==> src/rtl/boot_pkg.sv <==
// Shared definitions for boot image selection: image indices, flash layout and FSM encoding.
// Imported by boot_target_select.
package boot_pkg;

  localparam logic [2:0] IMG_LOADER  = 3'd0;
  localparam logic [2:0] IMG_UNKNOWN = 3'd1;
  localparam logic [2:0] IMG_6502    = 3'd2;
  localparam logic [2:0] IMG_Z80     = 3'd3;
  localparam logic [2:0] IMG_65C02   = 3'd4;

  localparam logic [23:0] IMAGE_STRIDE = 24'h054000;
  // Upper byte of GENERAL_2 that the downstream sequencer pairs with boot_addr.
  localparam logic [7:0]  ICAP_READ_OP = 8'h03;

  typedef enum logic [2:0] {
    ST_SETTLE  = 3'd0,
    ST_LATCH   = 3'd1,
    ST_REQUEST = 3'd2,
    ST_DONE    = 3'd3
  } state_t;

  // Pin word is {mode, id[3:0]}; the loader image is never selected here.
  function automatic logic [2:0] decode_pins(input logic [4:0] pins);
    logic [2:0] sel;
    sel = IMG_UNKNOWN;
    if (pins == 5'b11110) begin
      sel = IMG_6502;
    end else if (pins[3:0] == 4'b1101) begin
      sel = IMG_Z80;
    end else if (pins == 5'b01110) begin
      sel = IMG_65C02;
    end
    return sel;
  endfunction

  // sel * IMAGE_STRIDE as shift-and-add; sel <= 4 cannot overflow 24 bits.
  function automatic logic [23:0] image_addr(input logic [2:0] sel);
    logic [23:0] addr;
    addr = 24'd0;
    if (sel[0]) addr = addr + IMAGE_STRIDE;
    if (sel[1]) addr = addr + (IMAGE_STRIDE << 1);
    if (sel[2]) addr = addr + (IMAGE_STRIDE << 2);
    return addr;
  endfunction

endpackage

==> src/rtl/pin_sync2.sv <==
// Two-flop synchroniser for asynchronous input pins; both stages reset to 0.
// Latency 2 clocks.
module pin_sync2 #(
  parameter int WIDTH = 1
) (
  input  logic             clock,
  input  logic             reset,
  input  logic [WIDTH-1:0] d,
  output logic [WIDTH-1:0] q
);

  logic [WIDTH-1:0] meta;

  always_ff @(posedge clock or posedge reset) begin
    if (reset) begin
      meta <= '0;
      q    <= '0;
    end else begin
      meta <= d;
      q    <= meta;
    end
  end

endmodule

==> src/rtl/boot_target_select.sv <==
// Debounces adapter-identity pins, decodes a boot image index and flash address, and
// offers the result once over valid/ready; DONE is terminal until reset.
module boot_target_select
  import boot_pkg::*;
#(
  parameter int unsigned SAMPLE_DIV      = 256,
  parameter int unsigned STABLE_COUNT    = 16,
  parameter int unsigned TIMEOUT_SAMPLES = 4096
) (
  input  logic        clock,
  input  logic        reset,
  input  logic        mode_in,
  input  logic [3:0]  id_in,
  input  logic        req_ready,
  output logic        req_valid,
  output logic [2:0]  boot_sel,
  output logic [23:0] boot_addr,
  output logic        timed_out,
  output logic        busy,
  output logic [2:0]  state_dbg
);

  localparam int PRE_W = (SAMPLE_DIV > 1) ? $clog2(SAMPLE_DIV) : 1;
  localparam int STB_W = $clog2(STABLE_COUNT + 1);
  localparam int TO_W  = $clog2(TIMEOUT_SAMPLES + 1);

  localparam logic [PRE_W-1:0] PRE_LAST   = PRE_W'(SAMPLE_DIV - 1);
  localparam logic [STB_W-1:0] STB_LIMIT  = STB_W'(STABLE_COUNT);
  localparam logic [TO_W-1:0]  TO_LIMIT   = TO_W'(TIMEOUT_SAMPLES);

  state_t state, state_nxt;

  logic [4:0]       sample;
  logic [4:0]       prev_sample;
  logic [PRE_W-1:0] pre_cnt;
  logic             tick;
  logic [STB_W-1:0] stable_cnt, stable_nxt;
  logic [TO_W-1:0]  tick_cnt, tick_nxt;
  logic             stable_hit, timeout_hit;
  logic [2:0]       pend_sel;
  logic             pend_to;

  pin_sync2 #(.WIDTH(5)) u_sync (
    .clock (clock),
    .reset (reset),
    .d     ({mode_in, id_in}),
    .q     (sample)
  );

  // Registered tick: first asserted SAMPLE_DIV clocks after reset release.
  always_ff @(posedge clock or posedge reset) begin
    if (reset) begin
      pre_cnt <= '0;
      tick    <= 1'b0;
    end else if (pre_cnt == PRE_LAST) begin
      pre_cnt <= '0;
      tick    <= 1'b1;
    end else begin
      pre_cnt <= pre_cnt + PRE_W'(1);
      tick    <= 1'b0;
    end
  end

  // stable_cnt == 0 means no previous sample has been taken yet.
  always_comb begin
    stable_nxt = STB_W'(1);
    if ((stable_cnt != '0) && (sample == prev_sample)) begin
      stable_nxt = (stable_cnt == STB_LIMIT) ? stable_cnt : stable_cnt + STB_W'(1);
    end
    tick_nxt    = (tick_cnt == TO_LIMIT) ? tick_cnt : tick_cnt + TO_W'(1);
    stable_hit  = (stable_nxt == STB_LIMIT);
    timeout_hit = (tick_nxt == TO_LIMIT);
  end

  always_ff @(posedge clock or posedge reset) begin
    if (reset) begin
      state <= ST_SETTLE;
    end else begin
      state <= state_nxt;
    end
  end

  always_comb begin
    state_nxt = state;
    req_valid = 1'b0;
    busy      = 1'b1;
    state_dbg = state;
    case (state)
      ST_SETTLE: begin
        if (tick && (stable_hit || timeout_hit)) state_nxt = ST_LATCH;
      end
      ST_LATCH: begin
        state_nxt = ST_REQUEST;
      end
      ST_REQUEST: begin
        req_valid = 1'b1;
        if (req_ready) state_nxt = ST_DONE;
      end
      ST_DONE: begin
        busy = 1'b0;
      end
      default: begin
        state_nxt = ST_SETTLE;
      end
    endcase
  end

  always_ff @(posedge clock or posedge reset) begin
    if (reset) begin
      stable_cnt  <= '0;
      tick_cnt    <= '0;
      prev_sample <= '0;
      pend_sel    <= IMG_UNKNOWN;
      pend_to     <= 1'b0;
      boot_sel    <= IMG_LOADER;
      boot_addr   <= 24'd0;
      timed_out   <= 1'b0;
    end else begin
      if ((state == ST_SETTLE) && tick) begin
        stable_cnt  <= stable_nxt;
        tick_cnt    <= tick_nxt;
        prev_sample <= sample;
        // A stable decode on the same tick as the timeout takes priority.
        if (stable_hit) begin
          pend_sel <= decode_pins(sample);
          pend_to  <= 1'b0;
        end else if (timeout_hit) begin
          pend_sel <= IMG_UNKNOWN;
          pend_to  <= 1'b1;
        end
      end
      if (state == ST_LATCH) begin
        boot_sel  <= pend_sel;
        boot_addr <= image_addr(pend_sel);
        timed_out <= pend_to;
      end
    end
  end

endmodule

==> config.mk <==
export PLATFORM = sky130hd
export DESIGN_NAME = boot_target_select
export DESIGN_NICKNAME = d
export VERILOG_FILES = /design/src/rtl/boot_pkg.sv /design/src/rtl/pin_sync2.sv /design/src/rtl/boot_target_select.sv
export SDC_FILE = /design/constraint.sdc
export NUM_CORES = 1
export LEC_CHECK = 0
export BUFFER_PORTS_ARGS = -buffer_cell sky130_fd_sc_hd__buf_2
export CORE_MARGIN = 10
export CORE_UTILIZATION = 50
export CTS_BUF_LIST = sky130_fd_sc_hd__clkbuf_16
export DETAILED_ROUTE_END_ITERATION = 16
export HOLD_SLACK_MARGIN = 0.06
export PLACE_DENSITY = 0.71
export SKIP_CTS_REPAIR_TIMING = 1
export SYNTH_ARGS = -nofsm -noshare
export SYNTH_HDL_FRONTEND = slang
export SYNTH_SLANG_ARGS = --single-unit
==> constraint.sdc <==
create_clock -name clock -period 5.14 [get_ports clock]
set_input_delay 0.771 -clock clock [delete_from_list [all_inputs] [get_ports clock]]
set_output_delay 0.771 -clock clock [all_outputs]
set_load 0.01 [all_outputs]
==> results by group, run 1 <==
Placed design
  • Placed wire-length estimate after detailed placement: 3990 µm
  • Total instance count after detailed placement: 383
  • Number of buffers inserted by port buffering: 23
  • RD Place Congestion: 0.886
  • Dpl cell area: 3100 µm²

Min path
  • Hold WC Path Type: register to register
  • Launch point of the worst hold path: u_sync.meta[2]$_DFF_PP0_

Final layout
  • # diodes: 0
  • Most common library cell in the layout ignoring fill and taps: sky130_fd_sc_hd__dfrtp_1
  • Final design utilization: 57.5%
  • Fraction of final layout cells with drive strength greater than 1: 18.8%
  • Final standard cell count with taps included and fillers excluded: 399
  • Commonest cells after routing, fill and taps aside: 56 x sky130_fd_sc_hd__dfrtp_1, 30 x sky130_fd_sc_hd__nand2_1, 23 x sky130_fd_sc_hd__buf_2, 21 x sky130_fd_sc_hd__nor2_1, 17 x sky130_fd_sc_hd__conb_1
  • Cell area after layout: 3410 µm²
  • Net count reported at finish: 339
  • Area Growth Syn to Fin: 11.5%

Power and ir drop
  • Cell Int Power: 0.836 mW
  • Switching power share of the total: 22.0%
  • Seq pwr share: 42.5%
  • Final Power: 1.07 mW
  • PD cells: 315 nW/µm²
  • Net load switching power: 0.236 mW
  • Clk pwr share: 55.5%
  • Peak supply drop: 0.246 mV
  • Static Leakage: 1.62 nW
  • Relative contribution of combinational cells to total power: 2.0%

Synth
  • Post-synthesis share of cell area spent on and, or, nand and nor gates: 18.3%
  • Library cell occupying the most area in the post-synthesis netlist: sky130_fd_sc_hd__dfrtp_1
  • Xor/xnor share of the synthesized area: 6.88%
  • #FFs+latches synth: 57
  • Number of flops mapped to enable cells by yosys: 0
  • Dominant combinational cell family by area after synthesis: simple AND/OR/NAND/NOR gates
  • Mean Syn Cell Area: 10.2 µm²
  • Dominant cells by area after synthesis: sky130_fd_sc_hd__dfrtp_1 46%, sky130_fd_sc_hd__buf_4 4.9%, sky130_fd_sc_hd__ha_1 4.9%
  • Part of the Yosys area used for sequential elements: 46.7%
  • Post-synth top area share: 45.9%
  • Number of instances in the synthesized netlist: 299
  • Top FF cell, synth: sky130_fd_sc_hd__dfrtp_1
  • Yosys warning total: 0
  • Post-synthesis instance area: 3050 µm²
  • Netlist cell types: 59
  • Mux cell area share after synthesis: 4.01%
  • Share of async-settable or async-resettable flops after synthesis: 100%
  • Post-synthesis adder-cell area fraction: 4.92%
  • Compound-gate portion of the synthesized area: 9.67%

Timing
  • Maximum clock skew at final layout: 0.00536 ns
  • Post-route setup TNS: 0 ns
  • Fin crit period: 2.49 ns
  • Hold Violations, Final: 0
  • Worst-Margin Slew: 0.697 ns
  • Normalized max-slew margin: 53.5%
  • Fmax: 0.402 GHz
  • Final cycle utilization of the critical path: 48.4%
  • RSZ-0062 raised after global routing: no
  • Count of final setup violators: 0
  • Max-slew violation total from the final report: 0

Clock network
  • TritonCTS clock tree: built
  • Clock-pin slew on the worst setup and hold paths: 0.05 ns
  • Clock latency reported for the late side of the worst-skew pair: 0.33 ns
  • Maximum buffer depth of the clock tree: 2
  • TritonCTS buffer count: 9
  • Number of clock sinks: 57
  • Count of H-tree levels built during CTS: 3
  • Cell at the root of the clock tree: sky130_fd_sc_hd__clkbuf_16

Critical path
  • Setup slack of the worst register-to-register path: 2.65 ns
  • Startpoint-to-endpoint class of the critical path: register to register
  • End point of the critical path: state_dbg[1]$_DFFE_PP0P_
  • Worst reg2reg startpoint: stable_cnt[0]$_DFFE_PP0P_
  • Arrival time of the worst setup path: 2.70 ns
  • Data required time of the worst path: 5.35 ns
  • Kind of end point of the critical path: register
  • FF-to-FF path depth: 8
  • Critical register-to-register path endpoint: state_dbg[1]$_DFFE_PP0P_
  • Crit. Startpoint: stable_cnt[0]$_DFFE_PP0P_
  • Crit path max fanout: 8
  • Type of origin of the critical path: register

Global route
  • Largest net degree at the start of global routing: 58
  • Global route total overflow: 0
  • Total GRT Usage: 11.8%
  • Global-route wire length before repair: 9320 µm
  • Vias in the first global route: 2005
  • Number of antenna violations at the first check in global routing: 0

Die
  • Y dimension of the die: 98.2 µm
  • Horizontal die dimension: 98.2 µm
  • Number of ports placed on the die boundary: 41
  • Core region area: 5920 µm²
  • Core Rows: 28
  • Die Area: 9630 µm²
  • Initial cell density of the core: 51.6%

Status
  • Status: finished clean

Routing
  • Number of iterations in the first detailed-routing pass: 4
  • Wire length reported by the detailed router: 5490 µm
  • Detail-routed via count per cell: 5.13
  • Antenna Nets Post-Route: 0
  • Initial DRC Count: 143
  • # DRC: 0
  • Routed length per instance: 13.8 µm
  • Via count: 2046

Run
  • Max-capacitance violation count: 0
==> cell usage after synthesis (2+ instances only) <==
master	instances
sky130_fd_sc_hd__buf_4	20
sky130_fd_sc_hd__nor4b_1	2
sky130_fd_sc_hd__mux2i_1	3
sky130_fd_sc_hd__buf_6	2
sky130_fd_sc_hd__and3_1	3
sky130_fd_sc_hd__inv_1	14
sky130_fd_sc_hd__nor3_1	7
sky130_fd_sc_hd__clkbuf_8	2
sky130_fd_sc_hd__buf_2	3
sky130_fd_sc_hd__xor2_1	10
sky130_fd_sc_hd__a21oi_1	13
sky130_fd_sc_hd__o21ai_1	2
sky130_fd_sc_hd__o31ai_1	3
sky130_fd_sc_hd__nand3_1	16
sky130_fd_sc_hd__clkbuf_1	3
sky130_fd_sc_hd__nor4_1	3
sky130_fd_sc_hd__nand4_1	3
sky130_fd_sc_hd__mux2_2	6
sky130_fd_sc_hd__or3_1	2
sky130_fd_sc_hd__xnor2_1	14
sky130_fd_sc_hd__nand2_1	30
sky130_fd_sc_hd__o21ai_0	10
sky130_fd_sc_hd__ha_1	12
sky130_fd_sc_hd__dfrtp_1	56
sky130_fd_sc_hd__and2_2	3
sky130_fd_sc_hd__a21o_1	2
sky130_fd_sc_hd__nand2b_1	3
sky130_fd_sc_hd__nor2_1	21
==> metrics by stage <==
stage / hold slack (ns) / setup WS, ns
6_report: 0.349 / 2.65
5_1_grt: 0.356 / 2.45
4_1_cts: 0.351 / 2.66
3_5_place_dp: 0.336 / 2.67
3_3_place_gp: 0.332 / 2.78
2_1_floorplan: 0.331 / 2.88
==> flip-flops by register name, indices dropped and copies added, names as in the netlist, 5 cells and up <==
signal	cells
prev_sample	5
stable_cnt	5
u_sync.meta	5
u_sync.q	5
boot_addr	5
pre_cnt	8
tick_cnt	13
==> critical path: stages (launching register included) <==
cell and delay, ns:
sky130_fd_sc_hd__dfrtp_1 0.41, sky130_fd_sc_hd__inv_1 0.10, sky130_fd_sc_hd__ha_1 0.25, sky130_fd_sc_hd__nor4b_1 0.16
sky130_fd_sc_hd__nor4_1 0.49, sky130_fd_sc_hd__nand3_4 0.18, sky130_fd_sc_hd__o41ai_1 0.39, sky130_fd_sc_hd__a21oi_1 0.08
sky130_fd_sc_hd__mux2_1 0.32
==> cells by family after synthesis <==
| logic type | count (synthesis) |
|---|---|
| adder cells (fa/ha/maj) | 12 |
| buffers and inverters | 46 |
| multiplexers | 11 |
| flip-flops | 57 |
| AND/OR/NAND/NOR | 105 |
| XOR/XNOR | 24 |
| AO/OA/AOI/OAI | 43 |
| other | 1 |
==> metal layers <==
layer  GRT usage [%]  vias to the layer above  part of all wire, %  routed length, µm
li1                -                     1029                    -                  -
met1            14.4                      944                   47               2550
met2            16.6                       63                   43               2370
met3            6.06                       10                  8.5                465
met4            5.62                        0                  1.9                103
met5               0                        -                    0                  0
==> final cells by class <==
cell class	count	area (µm²)
repair buffers	24	123
flip-flops and latches	57	1430
clock inverters	7	80.1
inverters	15	56.3
multi-input cells	212	1400
clock buffers	9	225
fillers	500	2510
well taps	75	93.8
==> power by group through the flow <==
stage                     logic, mW  registers [mW]  clock network (mW)
final                        0.0214           0.456               0.594
after floorplan              0.0248           0.463                   0
after global routing         0.0250           0.456               0.632
after CTS                    0.0215           0.456               0.608
after global placement       0.0214           0.463                   0
after detailed placement     0.0216           0.464                   0
==> worst min path at each step <==
stage	cells after the start	endpoint	slack (ns)
finish	0	u_sync.q[2]$_DFF_PP0_	0.35
CTS	0	u_sync.q[1]$_DFF_PP0_	0.35
global placement	0	u_sync.q[3]$_DFF_PP0_	0.33
global route	0	u_sync.q[2]$_DFF_PP0_	0.36
detailed placement	0	u_sync.q[0]$_DFF_PP0_	0.34
floorplan	0	u_sync.q[0]$_DFF_PP0_	0.33
(Power assumes the default switching activity.)
==> run 2: changes to the inputs <==
Settings changed: PLACE_DENSITY 0.71 to 0.74.
Clock period 5.14 ns to 2.2 ns, I/O delays scaled along.
==> results by group, run 2 (synthesis results as in run 1) <==
Status
  • Status: finished clean (unchanged)

Global route
  • Total GRT Usage: 12.8% (was 11.8%)
  • Global-route wire length before repair: 10100 µm (was 9320 µm)
  • Vias in the first global route: 2256 (was 2005)
  • Global route total overflow: 0 (unchanged)
  • Number of antenna violations at the first check in global routing: 0 (unchanged)
  • Largest net degree at the start of global routing: 36 (was 58)

Critical path
  • Startpoint-to-endpoint class of the critical path: register to register (unchanged)
  • Arrival time of the worst setup path: 2.39 ns (was 2.70 ns)
  • Kind of end point of the critical path: register (unchanged)
  • Type of origin of the critical path: register (unchanged)
  • Data required time of the worst path: 2.41 ns (was 5.35 ns)
  • Crit path max fanout: 4 (was 8)

Placed design
  • Placed wire-length estimate after detailed placement: 4240 µm (was 3990 µm)
  • Number of buffers inserted by port buffering: 23 (unchanged)
  • RD Place Congestion: 0.893 (was 0.886)

Final layout
  • Fraction of final layout cells with drive strength greater than 1: 28.1% (was 18.8%)
  • Net count reported at finish: 360 (was 339)
  • Commonest cells after routing, fill and taps aside: 54 x sky130_fd_sc_hd__dfrtp_1, 30 x sky130_fd_sc_hd__nand2_1, 23 x sky130_fd_sc_hd__buf_2, 21 x sky130_fd_sc_hd__nor2_1, 21 x sky130_fd_sc_hd__buf_4 (was 56 x sky130_fd_sc_hd__dfrtp_1, 30 x sky130_fd_sc_hd__nand2_1, 23 x sky130_fd_sc_hd__buf_2, 21 x sky130_fd_sc_hd__nor2_1, 17 x sky130_fd_sc_hd__conb_1)
  • Area Growth Syn to Fin: 21.7% (was 11.5%)
  • Reg with most FFs: tick_cnt (unchanged)
  • Most common library cell in the layout ignoring fill and taps: sky130_fd_sc_hd__dfrtp_1 (unchanged)
  • Number of inserted filler cells in the final layout: 487 (was 500)
  • # diodes: 0 (unchanged)
  • Number of flip-flops in the largest register: 13 (unchanged)
  • Largest registers: tick_cnt (13), pre_cnt (8) (unchanged)

Die
  • Initial cell density of the core: 51.6% (unchanged)
  • Core region area: 5920 µm² (unchanged)
  • Core Rows: 28 (unchanged)
  • Number of ports placed on the die boundary: 41 (unchanged)
  • Horizontal die dimension: 98.2 µm (unchanged)
  • Y dimension of the die: 98.2 µm (unchanged)
  • Die Area: 9630 µm² (unchanged)

Routing
  • Number of iterations in the first detailed-routing pass: 4 (unchanged)
  • Routed length per instance: 14.6 µm (was 13.8 µm)
  • Initial DRC Count: 111 (was 143)
  • # DRC: 0 (unchanged)
  • Antenna Nets Post-Route: 0 (unchanged)
  • Wire length reported by the detailed router: 6150 µm (was 5490 µm)
  • Via count: 2197 (was 2046)
  • Detail-routed via count per cell: 5.23 (was 5.13)

Timing
  • Count of final setup violators: 0 (unchanged)
  • Maximum clock skew at final layout: 0.00372 ns (was 0.00536 ns)
  • Tightest hold margin: 0.0365 ns (was 0.349 ns)
  • Hold Violations, Final: 0 (unchanged)
  • RSZ-0062 raised after global routing: yes (was no)
  • Normalized max-slew margin: 65.2% (was 53.5%)
  • Worst-Margin Slew: 0.522 ns (was 0.697 ns)
  • Fin crit period: 2.18 ns (was 2.49 ns)
  • Max-slew violation total from the final report: 0 (unchanged)
  • Fmax: 0.458 GHz (was 0.402 GHz)
  • Final cycle utilization of the critical path: 99.2% (was 48.4%)

Power and ir drop
  • PD cells: 721 nW/µm² (was 315 nW/µm²)
  • Static Leakage: 1.80 nW (was 1.62 nW)
  • Peak supply drop: 0.503 mV (was 0.246 mV)
  • Final Power: 2.68 mW (was 1.07 mW)

Clock network
  • Clock-pin slew on the worst setup and hold paths: 0.05 ns (about the same)
  • Maximum buffer depth of the clock tree: 2 (unchanged)
  • Clock latency reported for the late side of the worst-skew pair: 0.33 ns (about the same)
  • TritonCTS buffer count: 9 (unchanged)
  • TritonCTS clock tree: built (unchanged)
  • Cell at the root of the clock tree: sky130_fd_sc_hd__clkbuf_16 (unchanged)
  • Number of clock sinks: 57 (unchanged)
  • Count of H-tree levels built during CTS: 3 (unchanged)

Run
  • Max-capacitance violation count: 0 (unchanged)

Min path
  • Hold WC Path Type: input pin to async pin (was register to register)
-- run 2: changes by cell type in the layout (fill, tap and decap cells not counted), sizes merged --
cell      before  now
buf           24   45
bufinv         1    3
clkinv         4    3
clkinvlp       2    1
-- run 2: worst max-delay path, stage by stage, from the launching register on --
cell                        delay (ns)
sky130_fd_sc_hd__dfrtp_1          0.39
sky130_fd_sc_hd__inv_2            0.09
sky130_fd_sc_hd__ha_4             0.14
sky130_fd_sc_hd__buf_4            0.12
sky130_fd_sc_hd__nand4bb_1        0.16
sky130_fd_sc_hd__nor2_1           0.18
sky130_fd_sc_hd__o22ai_2          0.14
sky130_fd_sc_hd__o41ai_2          0.42
sky130_fd_sc_hd__a21oi_1          0.10
sky130_fd_sc_hd__mux2_1           0.32
-- run 2: path summary, 6_finish.rpt --
| check | start | to | slack, ns | cells after the start |
|---|---|---|---|---|
| min reg2reg | u_sync.meta[2]$_DFF_PP0_ | u_sync.q[2]$_DFF_PP0_ | 0.35 | 0 |
| min | reset | prev_sample[2]$_DFFE_PP0P_ | 0.04 | 2 |
| max | stable_cnt[0]$_DFFE_PP0P_ | state_dbg[1]$_DFFE_PP0P_ | 0.02 | 9 |
| max reg2reg | stable_cnt[0]$_DFFE_PP0P_ | state_dbg[1]$_DFFE_PP0P_ | 0.02 | 9 |
| min in group clock | id_in[3] | u_sync.meta[3]$_DFF_PP0_ | 0.11 | 1 |
| max in group asynchronous | reset | tick_cnt[7]$_DFFE_PP0P_ | 1.58 | 3 |
-- run 2: final cells by class --
type,count,area [µm²],area share [%]
timing repair buffer,45,293,7.88
clock inverter,7,110,2.96
tap,75,93.8,2.53
sequential,57,1430,38.5
inverter,15,56.3,1.52
multi-input combinational,212,1510,40.6
clock buffer,9,225,6.06
-- run 2: stage by stage --
step | setup TNS [ns] | instances | util, % | setup WS [ns] | instance area (µm²)
final | 0 | 420 | 62.8 | 0.0177 | 3720
after global routing | -0.119 | 420 | 62.8 | -0.0815 | 3720
after CTS | -0.0971 | 418 | 60.7 | -0.0525 | 3590
after detailed placement | -0.0462 | 402 | 55.0 | -0.0319 | 3260
after global placement | 0 | 402 | 55.0 | 0.0769 | 3260
after floorplan | 0 | 315 | - | 0.0337 | 3110
-- run 2: per-layer routing --
metal  track usage [%]  up-vias  wire length [µm]
li1                  -     1064                 -
met1              15.0     1054              2760
met2              19.5       65              2790
met3              4.86       14               461
met4              7.83        0               140
met5                 0        -                 0
-- run 2: where the power goes --
group	leakage [nW]	total, mW	internal [mW]	switching [mW]
clock network	0.164	1.56	1.09	0.467
registers	0.752	1.07	1.06	0.00623
logic	0.887	0.0540	0.0126	0.0415
total	1.80	2.68	2.17	0.515
==> run 3: changes to the inputs <==
Settings changed: SYNTH_HIERARCHICAL set to 1.
==> results by group, run 3 <==
Status
  • Status: complete, but fails checks (was finished clean)
  • Violated checks: setup timing

Final layout
  • Commonest cells after routing, fill and taps aside: 54 x sky130_fd_sc_hd__dfrtp_1, 36 x sky130_fd_sc_hd__nand2_1, 23 x sky130_fd_sc_hd__nor2_1, 23 x sky130_fd_sc_hd__buf_2, 17 x sky130_fd_sc_hd__conb_1 (was 54 x sky130_fd_sc_hd__dfrtp_1, 30 x sky130_fd_sc_hd__nand2_1, 23 x sky130_fd_sc_hd__buf_2, 21 x sky130_fd_sc_hd__nor2_1, 21 x sky130_fd_sc_hd__buf_4)
  • # diodes: 0 (unchanged)
  • Number of inserted filler cells in the final layout: 465 (was 487)
  • Area occupied by registers: 1430 µm² (unchanged)
  • Area of combinational cells with multiple inputs: 1420 µm² (was 1510 µm²)
  • Cell area after layout: 3480 µm² (was 3720 µm²)
  • Number of flip-flops in the largest register: 13 (unchanged)
  • Reg with most FFs: tick_cnt (unchanged)
  • Most common library cell in the layout ignoring fill and taps: sky130_fd_sc_hd__dfrtp_1 (unchanged)
  • Final standard cell count with taps included and fillers excluded: 417 (was 420)
  • Net count reported at finish: 359 (was 360)
  • Largest registers: tick_cnt (13), pre_cnt (8) (unchanged)
  • Area Growth Syn to Fin: 16.7% (was 21.7%)
  • Fraction of final layout cells with drive strength greater than 1: 19.9% (was 28.1%)
  • Final design utilization: 59.5% (was 62.8%)

Die
  • Initial cell density of the core: 50.9% (was 51.6%)
  • Number of ports placed on the die boundary: 41 (unchanged)
  • Horizontal die dimension: 97.2 µm (was 98.2 µm)
  • Y dimension of the die: 97.2 µm (was 98.2 µm)
  • Core region area: 5850 µm² (was 5920 µm²)
  • Die Area: 9450 µm² (was 9630 µm²)
  • Core Rows: 28 (unchanged)

Placed design
  • Placed wire-length estimate after detailed placement: 4120 µm (was 4240 µm)
  • Total instance count after detailed placement: 398 (was 402)
  • Pre-CTS setup slack: -0.00607 ns (was -0.0319 ns)
  • Dpl cell area: 3110 µm² (was 3260 µm²)
  • RD Place Congestion: 0.931 (was 0.893)
  • Number of buffers inserted by port buffering: 23 (unchanged)

Critical path
  • Kind of end point of the critical path: register (unchanged)
  • Type of origin of the critical path: register (unchanged)
  • Arrival time of the worst setup path: 2.47 ns (was 2.39 ns)
  • Crit path max fanout: 7 (was 4)
  • Startpoint-to-endpoint class of the critical path: register to register (unchanged)
  • Data required time of the worst path: 2.41 ns (about the same)

Power and ir drop
  • Clk pwr share: 53.5% (was 58.2%)
  • Static Leakage: 1.63 nW (was 1.80 nW)
  • Net load switching power: 0.486 mW (was 0.515 mW)
  • Cell Int Power: 1.92 mW (was 2.17 mW)
  • Peak supply drop: 0.598 mV (was 0.503 mV)
  • Final Power: 2.41 mW (was 2.68 mW)
  • PD cells: 692 nW/µm² (was 721 nW/µm²)
  • Seq pwr share: 44.3% (was 39.8%)
  • Switching power share of the total: 20.2% (was 19.2%)
  • Relative contribution of combinational cells to total power: 2.2% (was 2.0%)

Routing
  • Initial DRC Count: 146 (was 111)
  • Number of iterations in the first detailed-routing pass: 4 (unchanged)
  • # DRC: 0 (unchanged)
  • Via count: 2146 (was 2197)
  • Antenna Nets Post-Route: 0 (unchanged)
  • Wire length reported by the detailed router: 5920 µm (was 6150 µm)
  • Routed length per instance: 14.2 µm (was 14.6 µm)
  • Detail-routed via count per cell: 5.15 (was 5.23)

Timing
  • Tightest hold margin: 0.106 ns (was 0.0365 ns)
  • Max-slew violation total from the final report: 0 (unchanged)
  • Post-route setup TNS: -0.199 ns (was 0 ns)
  • PnR worst setup slack: -0.0593 ns (was 0.0177 ns)
  • Fin crit period: 2.26 ns (was 2.18 ns)
  • Final cycle utilization of the critical path: 103% (was 99.2%)
  • Hold Violations, Final: 0 (unchanged)
  • Fmax: 0.443 GHz (was 0.458 GHz)
  • Count of final setup violators: 5 (was 0)
  • Maximum clock skew at final layout: 0.00628 ns (was 0.00372 ns)
  • RSZ-0062 raised after global routing: yes (unchanged)

Synth
  • Library cell occupying the most area in the post-synthesis netlist: sky130_fd_sc_hd__dfrtp_1 (unchanged)
  • Number of instances in the synthesized netlist: 306 (was 299)
  • Mean Syn Cell Area: 9.74 µm² (was 10.2 µm²)
  • Netlist cell types: 49 (was 59)
  • #FFs+latches synth: 57 (unchanged)
  • Part of the Yosys area used for sequential elements: 47.9% (was 46.7%)
  • Number of flops mapped to enable cells by yosys: 0 (unchanged)
  • Cell with the most instances after synthesis: sky130_fd_sc_hd__dfrtp_1 (unchanged)
  • Share of async-settable or async-resettable flops after synthesis: 100% (unchanged)
  • Yosys warning total: 6 (was 0)
  • Top cells by instance count after synthesis: 56 x sky130_fd_sc_hd__dfrtp_1, 36 x sky130_fd_sc_hd__nand2_1, 23 x sky130_fd_sc_hd__nor2_1 (was 56 x sky130_fd_sc_hd__dfrtp_1, 30 x sky130_fd_sc_hd__nand2_1, 21 x sky130_fd_sc_hd__nor2_1)
  • Dominant cells by area after synthesis: sky130_fd_sc_hd__dfrtp_1 47%, sky130_fd_sc_hd__buf_4 5.0%, sky130_fd_sc_hd__ha_1 5.0% (was sky130_fd_sc_hd__dfrtp_1 46%, sky130_fd_sc_hd__buf_4 4.9%, sky130_fd_sc_hd__ha_1 4.9%)
  • Post-synthesis instance area: 2980 µm² (was 3050 µm²)
  • Top FF cell, synth: sky130_fd_sc_hd__dfrtp_1 (unchanged)
  • Post-synth top area share: 47.0% (was 45.9%)

Global route
  • Total GRT Usage: 12.7% (was 12.8%)
  • Global route total overflow: 0 (unchanged)
  • Vias in the first global route: 2159 (was 2256)
  • Number of antenna violations at the first check in global routing: 0 (unchanged)
  • Global-route wire length before repair: 9840 µm (was 10100 µm)
  • Largest net degree at the start of global routing: 18 (was 36)

Clock network
  • Cell at the root of the clock tree: sky130_fd_sc_hd__clkbuf_16 (unchanged)
  • TritonCTS buffer count: 9 (unchanged)
  • Clock latency reported for the late side of the worst-skew pair: 0.33 ns (about the same)
  • Number of clock sinks: 57 (unchanged)
  • Clock-pin slew on the worst setup and hold paths: 0.05 ns (about the same)
  • Count of H-tree levels built during CTS: 3 (unchanged)
  • TritonCTS clock tree: built (unchanged)
  • Maximum buffer depth of the clock tree: 2 (unchanged)

Run
  • Max-capacitance violation count: 0 (unchanged)

Min path
  • Hold WC Path Type: input pin to register (was input pin to async pin)
## run 3: cell count changes in the layout (fill, tap and decap cells not counted), moves of 3 or more
cell                      change
sky130_fd_sc_hd__nor2b_1      +3
sky130_fd_sc_hd__nor3_1       +3
sky130_fd_sc_hd__buf_4       -11
sky130_fd_sc_hd__and2_1       +3
sky130_fd_sc_hd__nand3_1      -3
sky130_fd_sc_hd__nand2_1      +6
sky130_fd_sc_hd__nand4_1      +4
## run 3: worst max-delay path, stage by stage, from the launching register on
cell and delay [ns]:
sky130_fd_sc_hd__dfrtp_2 0.45, sky130_fd_sc_hd__inv_2 0.10, sky130_fd_sc_hd__ha_4 0.12, sky130_fd_sc_hd__and4bb_1 0.23
sky130_fd_sc_hd__nand4b_1 0.17, sky130_fd_sc_hd__mux2_4 0.25, sky130_fd_sc_hd__nand4_1 0.15, sky130_fd_sc_hd__o31a_1 0.37
sky130_fd_sc_hd__a211o_1 0.31
## run 3: final timing paths
check | end | cells past startpoint | from | slack, ns
min in group asynchronous | pre_cnt[4]$_DFF_PP0_ | 3 | reset | 0.53
min reg2reg | u_sync/q[1]$_DFF_PP0_ | 0 | u_sync/meta[1]$_DFF_PP0_ | 0.35
max in group asynchronous | pend_sel[0]$_DFFE_PP1P_ | 4 | reset | 1.08
min | u_sync/meta[3]$_DFF_PP0_ | 1 | id_in[3] | 0.11
max | pend_sel[2]$_DFFE_PP0P_ | 8 | tick_cnt[0]$_DFFE_PP0P_ | -0.06
max reg2reg | pend_sel[2]$_DFFE_PP0P_ | 8 | tick_cnt[0]$_DFFE_PP0P_ | -0.06
## run 3: cells by family (layout without fill, tap and decap cells)
family	count (synthesis)	after routing	share of synthesized area [%]
simple gates	114	114	18.4
xor+xnor	25	25	7.35
buf+inv	44	64	8.14
fa+ha+maj	12	12	5.04
flops	57	57	47.9
mux	11	11	3.99
other cells	1	17	0.126
compound gates	42	42	9.03
## run 3: power by group through the flow
stage | combinational, mW | sequential, mW | clock (mW)
floorplan | 0.0586 | 1.08 | 0
global placement | 0.0514 | 1.08 | 0
detailed placement | 0.0522 | 1.08 | 0
CTS | 0.0524 | 1.07 | 1.31
global route | 0.0623 | 1.07 | 1.36
finish | 0.0536 | 1.07 | 1.29
## run 3: cell type report
type	count	share of cell area [%]
inverters	16	1.73
repair buffers	34	5.76
clock buffers	9	6.47
clock inverters	5	1.40
well taps	75	2.70
flip-flops and latches	57	41.1
multi-input cells	221	40.8
## run 3: per-layer routing
metal / share of wire [%] / track usage [%] / vias up
li1: - / - / 1073
met1: 42 / 13.4 / 1030
met2: 52 / 20.8 / 32
met5: 0 / 0 / -
met3: 3.8 / 4.62 / 11
met4: 1.8 / 7.95 / 0
